===== src/rtl/call_ret_pkg.sv =====
// Shared types and constants for the call/return sequencer.
// Latency: n/a (package only).
// Backpressure: n/a (package only).
package call_ret_pkg;

    typedef enum logic [1:0] {
        IDLE   = 2'd0,
        CALL_X = 2'd1,
        RET_X  = 2'd2
    } state_t;

    localparam int DEF_AW    = 8;
    localparam int DEF_DEPTH = 8;

    // Nesting depth runs 0..DEPTH+1 (stack entries plus the link register).
    function automatic int depth_w(input int depth_entries);
        return $clog2(depth_entries + 2);
    endfunction

endpackage


===== src/rtl/ras_mem.sv =====
// Return-address spill stack storage: DEPTH x AW registers, no reset.
// Latency: write lands on the clk edge; read is combinational.
// Backpressure: none; the sequencer only writes/reads valid slots.
// Ports: clk; we/waddr/wdata sync write port; raddr/rdata async read port.
module ras_mem #(
    parameter int AW    = 8,
    parameter int DEPTH = 8,
    parameter int IW    = (DEPTH > 1) ? $clog2(DEPTH) : 1
) (
    input  logic          clk,
    input  logic          we,
    input  logic [IW-1:0] waddr,
    input  logic [AW-1:0] wdata,
    input  logic [IW-1:0] raddr,
    output logic [AW-1:0] rdata
);

    logic [AW-1:0] mem [DEPTH];

    always_ff @(posedge clk) begin
        if (we) begin
            mem[waddr] <= wdata;
        end
    end

    assign rdata = mem[raddr];

endmodule


===== src/rtl/call_return_ctrl.sv =====
// Call/return sequencer feeding the link register and PC redirect.
// Latency: request sampled at edge N, strobes high in cycle N..N+1, LR/PC load at N+1.
// Backpressure: ready low during the 1-cycle execute state; requests ignored then.
// Ports: call_req/ret_req/flush requests, pc_in/target_in CALL operands, lr_q link
//        feedback; lr_in/lr_load_en and pc_next/pc_load_en strobes; depth and
//        sticky overflow/underflow status.
module call_return_ctrl
    import call_ret_pkg::*;
#(
    parameter int AW    = DEF_AW,
    parameter int DEPTH = DEF_DEPTH,
    localparam int DW   = depth_w(DEPTH)
) (
    input  logic          clk,
    input  logic          rst_n,
    input  logic          call_req,
    input  logic          ret_req,
    input  logic          flush,
    input  logic [AW-1:0] pc_in,
    input  logic [AW-1:0] target_in,
    input  logic [AW-1:0] lr_q,
    output logic          ready,
    output logic [AW-1:0] lr_in,
    output logic          lr_load_en,
    output logic [AW-1:0] pc_next,
    output logic          pc_load_en,
    output logic [DW-1:0] depth,
    output logic          overflow,
    output logic          underflow
);

    // sp spans 0..DEPTH; memory index only needs 0..DEPTH-1.
    localparam int SPW = $clog2(DEPTH + 1);
    localparam int IW  = (DEPTH > 1) ? $clog2(DEPTH) : 1;
    localparam logic [DW-1:0] DEPTH_MAX = DW'(DEPTH + 1);

    state_t          state_q, state_d;
    logic [SPW-1:0]  sp_q, sp_d;
    logic [DW-1:0]   depth_q, depth_d;
    logic            ovf_q, ovf_d;
    logic            udf_q, udf_d;
    logic [AW-1:0]   pc_q, pc_d;
    logic [AW-1:0]   tgt_q, tgt_d;

    logic            mem_we;
    logic [AW-1:0]   mem_rdata;

    ras_mem #(
        .AW    (AW),
        .DEPTH (DEPTH),
        .IW    (IW)
    ) u_ras_mem (
        .clk   (clk),
        .we    (mem_we),
        .waddr (IW'(sp_q)),
        .wdata (lr_q),
        .raddr (IW'(sp_q - SPW'(1))),
        .rdata (mem_rdata)
    );

    always_ff @(posedge clk or negedge rst_n) begin
        if (!rst_n) begin
            state_q <= IDLE;
            sp_q    <= '0;
            depth_q <= '0;
            ovf_q   <= 1'b0;
            udf_q   <= 1'b0;
            pc_q    <= '0;
            tgt_q   <= '0;
        end else begin
            state_q <= state_d;
            sp_q    <= sp_d;
            depth_q <= depth_d;
            ovf_q   <= ovf_d;
            udf_q   <= udf_d;
            pc_q    <= pc_d;
            tgt_q   <= tgt_d;
        end
    end

    always_comb begin
        state_d    = state_q;
        sp_d       = sp_q;
        depth_d    = depth_q;
        ovf_d      = ovf_q;
        udf_d      = udf_q;
        pc_d       = pc_q;
        tgt_d      = tgt_q;
        ready      = 1'b0;
        lr_in      = '0;
        lr_load_en = 1'b0;
        pc_next    = '0;
        pc_load_en = 1'b0;
        mem_we     = 1'b0;

        case (state_q)
            IDLE: begin
                ready = 1'b1;
                if (flush) begin
                    sp_d    = '0;
                    depth_d = '0;
                end else if (call_req) begin
                    // CALL has priority; a simultaneous RET is dropped.
                    if (depth_q == DEPTH_MAX) begin
                        ovf_d = 1'b1;
                    end else begin
                        pc_d    = pc_in;
                        tgt_d   = target_in;
                        state_d = CALL_X;
                    end
                end else if (ret_req) begin
                    if (depth_q == '0) begin
                        udf_d = 1'b1;
                    end else begin
                        state_d = RET_X;
                    end
                end
            end

            CALL_X: begin
                lr_in      = pc_q + AW'(1);
                lr_load_en = 1'b1;
                pc_next    = tgt_q;
                pc_load_en = 1'b1;
                // The first frame lives only in the link register; deeper frames
                // spill the outgoing link value on the same edge it is replaced.
                if (depth_q != '0) begin
                    mem_we = 1'b1;
                    sp_d   = sp_q + SPW'(1);
                end
                depth_d = depth_q + DW'(1);
                state_d = IDLE;
                if (flush) begin
                    sp_d    = '0;
                    depth_d = '0;
                end
            end

            RET_X: begin
                pc_next    = lr_q;
                pc_load_en = 1'b1;
                if (sp_q != '0) begin
                    lr_in      = mem_rdata;
                    lr_load_en = 1'b1;
                    sp_d       = sp_q - SPW'(1);
                end
                depth_d = depth_q - DW'(1);
                state_d = IDLE;
                if (flush) begin
                    sp_d    = '0;
                    depth_d = '0;
                end
            end

            default: begin
                state_d = IDLE;
            end
        endcase
    end

    assign depth     = depth_q;
    assign overflow  = ovf_q;
    assign underflow = udf_q;

endmodule


===== config.mk =====
export PLATFORM = sky130hd
export DESIGN_NAME = call_return_ctrl
export DESIGN_NICKNAME = d
export VERILOG_FILES = /design/src/rtl/call_ret_pkg.sv /design/src/rtl/ras_mem.sv /design/src/rtl/call_return_ctrl.sv
export SDC_FILE = /design/constraint.sdc
export NUM_CORES = 1
export LEC_CHECK = 0
export ABC_AREA = 1
export CAP_MARGIN = 20
export CORE_UTILIZATION = 41
export CTS_BUF_LIST = sky130_fd_sc_hd__clkbuf_16
export DETAILED_ROUTE_END_ITERATION = 8
export PLACE_DENSITY = 0.62
export SLEW_MARGIN = 20
export SYNTH_ARGS = -nofsm -noshare
export SYNTH_HDL_FRONTEND = slang
export SYNTH_SLANG_ARGS = --single-unit

===== constraint.sdc =====
create_clock -name clk -period 3.7 [get_ports clk]
set_clock_uncertainty 0.15 [all_clocks]
set_input_delay 0.37 -clock clk [delete_from_list [all_inputs] [get_ports clk]]
set_output_delay 0.37 -clock clk [all_outputs]
set_load 0.01 [all_outputs]

* Word-level counts from Yosys, hierarchy flattened
Memories as Yosys holds them, arrays and structs flattened.
Cells that the tools add are included.
** Storage, ports and cells
- Register bits :: 28
- Bits in writable memories :: 64
- Output and inout port bits :: 25
- Memories :: 1
** Cells by class
- $add $sub $neg :: 5
- Equality and inequality tests :: 10
- Multiplexer cells :: 26
- Bitwise gates (word level) :: 3
- Reductions and logical operators :: 12
** Memory list
- u_ras_mem.mem :: words 8, width 8, read ports 1, clocked after memory_dff 0, write ports 1, RTL line ras_mem.sv:18 : logic [AW-1:0] mem [DEPTH];
** Operator list (count)
- $pmux W8 S2 :: 2
- $mux W4 :: 7
- $pmux W4 S3 :: 2
- $reduce_and A4 Y1 :: 4
- $ne A3 B3 Y1 const B :: 5
- $mux W2 :: 6
- $add A4 B1 Y4 const B :: 2
- $add A8 B1 Y8 const B :: 1
- $mux W8 :: 1
- $reduce_bool A4 Y1 :: 2
- $sub A4 B1 Y4 const B :: 2
- $mux W1 :: 7
- $reduce_and A5 Y1 :: 1
- $eq A4 B4 Y1 const B :: 1
- $logic_not A4 Y1 :: 1
- $ne A2 B2 Y1 const B :: 2
- $not A1 Y1 :: 3
- $reduce_bool A3 Y1 :: 1
- $eq A2 B1 Y1 const B :: 1
- $eq A2 B2 Y1 const B :: 1
- $logic_not A2 Y1 :: 1
- $pmux W1 S2 :: 1
- $reduce_and A2 Y1 :: 1
- $reduce_or A2 Y1 :: 1

* Logic depth before layout (Yosys ltp)
Gate-level depths: netlist of the first run.
- Depth after elaboration :: 6
- Gate-level depth with buffers :: 11
- Mapped depth without buffers :: 9

* Hierarchy
Synthesis of the first run repeated with hierarchy kept, for this count alone.
** Unflattened totals
- Cells, all modules :: 574
- Area total of the unflattened synthesis :: 4813.4 µm²
** Modules (own cells, without submodules)
- ras_mem :: times used 1, cells each 295, area each 2890.3 µm², seq. area each 1921.8 µm²
- call_return_ctrl :: times used 1, cells each 279, area each 1923.1 µm², seq. area each 700.7 µm²

* Least setup slack after synthesis of the first run
OpenSTA, ideal clock, no wires.
- Path kind :: register to register
- Start point :: register depth_q[0], in the netlist depth[0]
- End point :: memory u_ras_mem.mem[1][0], enable pin
- Arrival time :: 1.922 ns
- Data required time :: 3.155 ns
- Path slack :: 1.234 ns
- Cell stages (with the launch flop) :: 8
- Buffers on the path :: 0
- Cell sequence :: dfrtp_1 inv_1 ha_1 nand3_1 inv_1 nor2_1 inv_1 nor4_1
** Between the ends
- Cells in the longest elaborated chain, start to end :: 5
** Ends and longest elaborated chain
- start: declaration :: RTL line call_return_ctrl.sv:39 : logic [DW-1:0] depth_q, depth_d;
- start signal: assignment :: RTL line call_return_ctrl.sv:73 : depth_q <= depth_d;
- $reduce_bool A4 Y1 :: RTL line call_return_ctrl.sv:127 : if (depth_q != '0) begin
- $mux W1 :: RTL line call_return_ctrl.sv:127
- $mux W1 :: RTL line call_return_ctrl.sv:96 : case (state_q)
- $mux W1 :: RTL line ras_mem.sv:21 : if (we) begin
- $mux W1 (implied by the code) :: RTL line ras_mem.sv:22 : mem[waddr] <= wdata;
- end: declaration :: RTL line ras_mem.sv:18
No other way between the ends.

* Worst setup path after layout of the first run
- Start point :: register state_q[0]
- End point :: output port lr_in[1]
** Between the ends
- Cells in the longest elaborated chain, start to end :: 2
- Elaborated cells between the ends (all ways) :: 3
- Classes of those cells :: eq/ne: 2; mux: 1
** Ends and longest elaborated chain
- start: declaration :: RTL line call_return_ctrl.sv:37 : state_t state_q, state_d;
- start signal: assignment :: RTL line call_return_ctrl.sv:71 : state_q <= state_d;
- $eq A2 B2 Y1 or $eq A2 B1 Y1 (tied branches) :: RTL line call_return_ctrl.sv:96
- $pmux W8 S2 * :: RTL line call_return_ctrl.sv:96
- end: declaration :: RTL line call_return_ctrl.sv:23 : output logic [AW-1:0] lr_in,
Every way passes the cells marked *; elsewhere a longest branch is shown, timed or not.

==> impl_metrics.csv, run 1 <==
group,metric,value,unit
logic_synthesis,yosysTopAreaCellShare,41.5,%
timing,slew_viol_final,0,
timing,rsz0062_at_grt,"no",
critical_path,cpPeakStageDelay,0.57,ns
timing,setup_violations,0,
critical_path,rrSetupSlack,1.23,ns
clock_tree,cts_tree,"done",
logic_synthesis,ys.flop_type,"edfxtp_1",
route,drt_iter0_markers,165,
timing,min_period,3.33,ns
floorplan,dieHeight,108,um
placed_design,gp_congestion,0.898,
floorplan,ios,54,
logic_synthesis,synth_most_common_cell,"nand2_1",
grt,grt_pass1_wl,17400,um
critical_path,crit_path_max_fanout,13,
grt,grt_max_degree,37,
logic_synthesis,syn-cell-area,0.00463,mm2
finish,nets,616,
grt,grtUsageTotal,19.9,%
clock_tree,cts_resized,0,
logic_synthesis,synth-edff-count,64,
logic_synthesis,syn-num-nets,562,
clock_tree,root_buffer,"clkbuf_16",
power,power.total,4.00,mW
floorplan,start_util,42.4,%
logic_synthesis,yosysSeqAreaShare,56.6,%
logic_synthesis,synth_area_leaders,"edfxtp_1 41%, dfrtp_1 15%, nand2_1 12%, nand3_1 7.1%, inv_1 6.7%",
timing,max_slew_margin,38.6,%
clock_tree,postCtsHoldBufs,0,
critical_path,critical_path_arrival,2.81,ns
critical_path,crit_path_frequent_cell,"inv_1",
route,drc,0,
critical_path,worst_setup_path_end_kind,"output pin",
logic_synthesis,synth_top_cell_by_area,"edfxtp_1",
logic_synthesis,netlist_instances,522,
grt,grt_overflow,0,
job,drv_cap,0,
finish,diodes,0,
critical_path,crit_type,"flip-flop to output pin",
timing,fin_crit_sh,90.0,%
logic_synthesis,syn_area_per_cell,8.88,um2
logic_synthesis,synth_commonest_cells,"146 x nand2_1, 83 x inv_1, 66 x nand3_1",
critical_path,critPathBufInv,3,
finish,final_layout_size_suffix_gt1_share,7.75,%
power,power_leakage,2.42,nW
route,dr.pass1.iters,5,
grt,grt_pass1_vias,3500,
critical_path,r2r-end,"u_ras_mem.mem[0][2]$_DFFE_PP_",
status,status,"finished clean",
route,vias,3631,
finish,syn2layout_area_growth,20.7,%
route,wl,10800,um
critical_path,r2r_start,"depth[0]$_DFFE_PN0P_",
timing,worstMarginPinSlew,0.917,ns
timing,hold_violations,0,
critical_path,cp-start-kind,"flip-flop",
critical_path,crit_family,"buffers and inverters",
power,cellPowerDensity,715,mW/mm2
placed_design,hpwl,7570,um
critical_path,worstPathCellList,"inv_1, ha_1, inv_1, nor2_2, nand3_1, a21oi_1, clkdlybuf4s50_1",
route,vias_per_cell,5.04,
grt,grt_antenna_before_repair,0,
route,wl_per_cell,15.0,um
clock_tree,cts_buffer_depth,2,
logic_synthesis,async_flop_share,30.4,%
clock_tree,clk_pin_slew,0.07,ns
floorplan,dieArea,0.0117,mm2
floorplan,fp.coreArea,0.0109,mm2
critical_path,crit_required,3.18,ns
critical_path,reg2regPathDepth,7,
floorplan,die_w,108,um
clock_tree,cts_setup_buffers,0,
logic_synthesis,yosysUniqueCellTypes,33,
worst_hold_path,hold_path.class,"input pin to async pin",
clock_tree,insertion_delay,0.34,ns
power,ir_worst_vdd,0.377,mV
placed_design,portBuffers,53,
timing,max_freq,300,MHz
route,ant_nets,0,
clock_tree,cts_buffers,9,
critical_path,cp_slowest_cell,"clkdlybuf4s50_1",
timing,setup_tns,0,ns
clock_tree,htreeDepth,3,
floorplan,num_rows,38,
logic_synthesis,ys_ff_latch,92,
clock_tree,clock_sink_count,92,
logic_synthesis,yosysWarnings,0,
-- cell families after synthesis --
kind of cell	Yosys count	synth area share (%)
compound gates	54	6.32
simple gates	254	23.5
flops	92	56.6
xor+xnor	4	1.08
fa+ha+maj	11	2.97
buf+inv	107	9.51
-- report_power, final --
part / internal [mW] / leakage (nW) / total, mW / switching [mW]
combinational: 0.615 / 1.36 / 1.69 / 1.08
sequential: 1.26 / 0.921 / 1.38 / 0.128
clock: 0.526 / 0.142 / 0.921 / 0.395
-- per-layer routing --
layer	GRT usage (%)	wire length, um	part of all wire (%)
met1	24.6	4860	45
met3	4.82	420	3.9
met2	33.8	5380	50
met4	6.95	189	1.7
met5	0	0	0
-- registers in the layout, summed over array words and instances, names as in the netlist --
register and count:
state_q 2, overflow 1, u_ras_mem.mem 64, underflow 1
pc_q 8, sp_q 4, tgt_q 8, depth 4
-- how the worst max path moves through the flow --
| stage | from | endpoint | cells after the start |
|---|---|---|---|
| CTS | state_q[0]$_DFFE_PN0P_ | lr_in[1] | 7 |
| global route | state_q[0]$_DFFE_PN0P_ | lr_in[1] | 7 |
| detailed placement | state_q[0]$_DFFE_PN0P_ | lr_in[1] | 7 |
| global placement | state_q[0]$_DFFE_PN0P_ | lr_in[1] | 7 |
| floorplan | depth[0]$_DFFE_PN0P_ | u_ras_mem.mem[1][0]$_DFFE_PP_ | 7 |
| finish | state_q[0]$_DFFE_PN0P_ | lr_in[1] | 7 |
-- through the flow --
stage / setup WS, ns / hold slack, ns / instances / util [%] / instance area, um2
finish: 0.372 / 0.262 / 721 / 51.1 / 5590
global route: 0.150 / 0.305 / 721 / 51.1 / 5590
CTS: 0.360 / 0.273 / 721 / 51.1 / 5590
detailed placement: 0.733 / 0.311 / 705 / 48.4 / 5300
global placement: 0.780 / 0.306 / 705 / 48.4 / 5300
floorplan: 1.23 / -0.0756 / 522 / - / 4630
-- worst register-to-register path, cell delays in order, from the launching register on --
cell,delay [ns]
dfrtp_1,0.45
inv_1,0.13
ha_1,0.21
nand3_1,0.10
inv_1,0.09
nor2_1,0.14
inv_1,0.12
nor2_1,0.71
-- area by class of cell --
| class | count | area, um2 |
|---|---|---|
| fill | 1029 | 5340 |
| sequential | 92 | 2620 |
| multi-input combinational | 323 | 1570 |
| timing repair buffer | 62 | 598 |
| inverter | 88 | 330 |
| clock buffer | 9 | 225 |
| tap | 140 | 175 |
| clock inverter | 7 | 71.3 |
-- layout by cell type (no fill, tap or decap), drive strengths merged, types with 2 or more instances in the layout --
master,n
edfxtp,64
clkbuf,9
nor3,3
nand4,2
nand2,156
o21ai,23
a21oi,25
clkdlybuf4s50,53
xor2,3
inv,91
nand3,67
buf,9
ha,11
clkinv,2
dfrtp,28
nor2,25
Power figures use the tool's default switching activity.
==> run 2, diff against run 1 <==
SETUP_SLACK_MARGIN = 0.02   (was not set)
==> results of run 2 <==
Same layout as run 1: the final DEF is identical, and so are final timing and power.
==> run 3, diff against run 2 <==
PLACE_DENSITY = 0.66   (was 0.62)
==> impl_metrics.csv, run 3 (synthesis results as in run 1) <==
group,metric,value,unit
status,status,"finished clean",
power,power_leakage,2.43,nW
finish,reg.largest.list,"u_ras_mem.mem x64, pc_q x8, tgt_q x8",
timing,hold_violations,0,
grt,grtUsageTotal,19.6,%
finish,diodes,0,
timing,setup_tns,0,ns
critical_path,critical_path_arrival,2.90,ns
clock_tree,postCtsHoldBufs,0,
finish,final_common_cell,"nand2_1",
placed_design,portBuffers,53,
grt,grt_pass1_wl,17300,um
clock_tree,clock_sink_count,92,
finish,fin_cells,721,
power,ir_worst_vdd,0.406,mV
clock_tree,cts_buffer_depth,2,
timing,setup_violations,0,
critical_path,crit_type,"flip-flop to output pin",
floorplan,dieArea,0.0117,mm2
clock_tree,cts_setup_buffers,0,
finish,largest_register_ff_count,64,
grt,grt_antenna_before_repair,0,
job,drv_cap,0,
route,vias_per_cell,4.99,
finish,final_layout_size_suffix_gt1_share,8.09,%
floorplan,die_w,108,um
finish,nets,616,
finish,top_register,"u_ras_mem.mem",
critical_path,crit_required,3.18,ns
timing,whs,0.256,ns
grt,grt_overflow,0,
route,drc,0,
route,ant_nets,0,
grt,grt_max_degree,37,
timing,slew_viol_final,0,
clock_tree,root_buffer,"clkbuf_16",
placed_design,dp_cells,705,
critical_path,worst_setup_path_end_kind,"output pin",
power,cellPowerDensity,717,mW/mm2
timing,rsz0062_at_grt,"no",
route,wl_per_cell,14.6,um
critical_path,cp-start-kind,"flip-flop",
finish,final_cell_mix,"146 x nand2_1, 83 x inv_1, 66 x nand3_1",
grt,grt_pass1_vias,3561,
floorplan,dieHeight,108,um
floorplan,ios,54,
route,vias,3599,
clock_tree,clk_pin_slew,0.07,ns
floorplan,fp.coreArea,0.0109,mm2
timing,worstMarginPinSlew,0.834,ns
clock_tree,cts_tree,"done",
placed_design,hpwl,7410,um
timing,fin_crit_sh,92.5,%
floorplan,start_util,42.4,%
clock_tree,cts_buffers,9,
route,dr.pass1.iters,4,
route,drt_iter0_markers,220,
timing,min_period,3.42,ns
worst_hold_path,hold_path.class,"input pin to async pin",
timing,max_freq,292,MHz
critical_path,crit_path_max_fanout,13,
clock_tree,cts_resized,0,
placed_design,gp_congestion,0.858,
clock_tree,insertion_delay,0.34,ns
finish,syn2layout_area_growth,21.2,%
clock_tree,htreeDepth,3,
timing,max_slew_margin,44.2,%
floorplan,num_rows,38,
critical_path,rrSetupSlack,0.93,ns
route,wl,10500,um
==> run 3: changes by cell type in the layout (fill, tap and decap cells not counted) <==
cell        delta
inv_8          +2
clkinvlp_4     +1
clkinv_8       +1
inv_6          -2
clkinv_1       -2
==> run 3: where the power goes <==
part / internal, mW / leakage [nW] / switching (mW)
registers: 1.26 / 0.921 / 0.127
logic: 0.617 / 1.36 / 1.06
clock network: 0.541 / 0.149 / 0.423
==> run 3: critical path, stage by stage, from the launching register on <==
cell and delay, ns:
dfrtp_1 0.40, inv_1 0.09, ha_1 0.49, inv_1 0.24, nor2_2 0.42, nand3_1 0.16
a21oi_1 0.19, clkdlybuf4s50_1 0.57
==> run 3: routing by layer <==
layer / wire [um] / track usage [%]
met5: 0 / 0
met4: 187 / 7.14
met3: 522 / 4.94
met2: 5200 / 33.0
met1: 4590 / 24.5
==> run 3: metrics by stage <==
step	setup WS (ns)	util, %	instance area, um2	power (mW)
after CTS	0.305	51.3	5610	4.06
after floorplan	1.23	-	4630	2.56
after global routing	0.102	51.3	5610	4.33
after detailed placement	0.695	48.4	5300	3.08
after global placement	0.762	48.4	5300	3.06
final	0.279	51.3	5610	4.03
==> run 3: path summary, 6_finish.rpt <==
check,depth (start not counted),start,end
min in group clk,2,overflow$_DFFE_PN0P_,overflow$_DFFE_PN0P_
worst max register to register,6,state_q[1]$_DFFE_PN0P_,u_ras_mem.mem[2][3]$_DFFE_PP_
worst max-delay path,7,state_q[0]$_DFFE_PN0P_,lr_in[5]
worst min-delay path,2,rst_n,depth[3]$_DFFE_PN0P_
max in group asynchronous,2,rst_n,pc_q[3]$_DFFE_PN0P_
worst min register to register,2,overflow$_DFFE_PN0P_,overflow$_DFFE_PN0P_
==> run 3: area by class of cell <==
| type | instances | area, um2 |
|---|---|---|
| repair buffers | 62 | 598 |
| clock inverters | 7 | 92.6 |
| multi-input cells | 323 | 1570 |
| well taps | 140 | 175 |
| inverters | 88 | 330 |
| fillers | 1009 | 5320 |
| clock buffers | 9 | 225 |
| flip-flops and latches | 92 | 2620 |
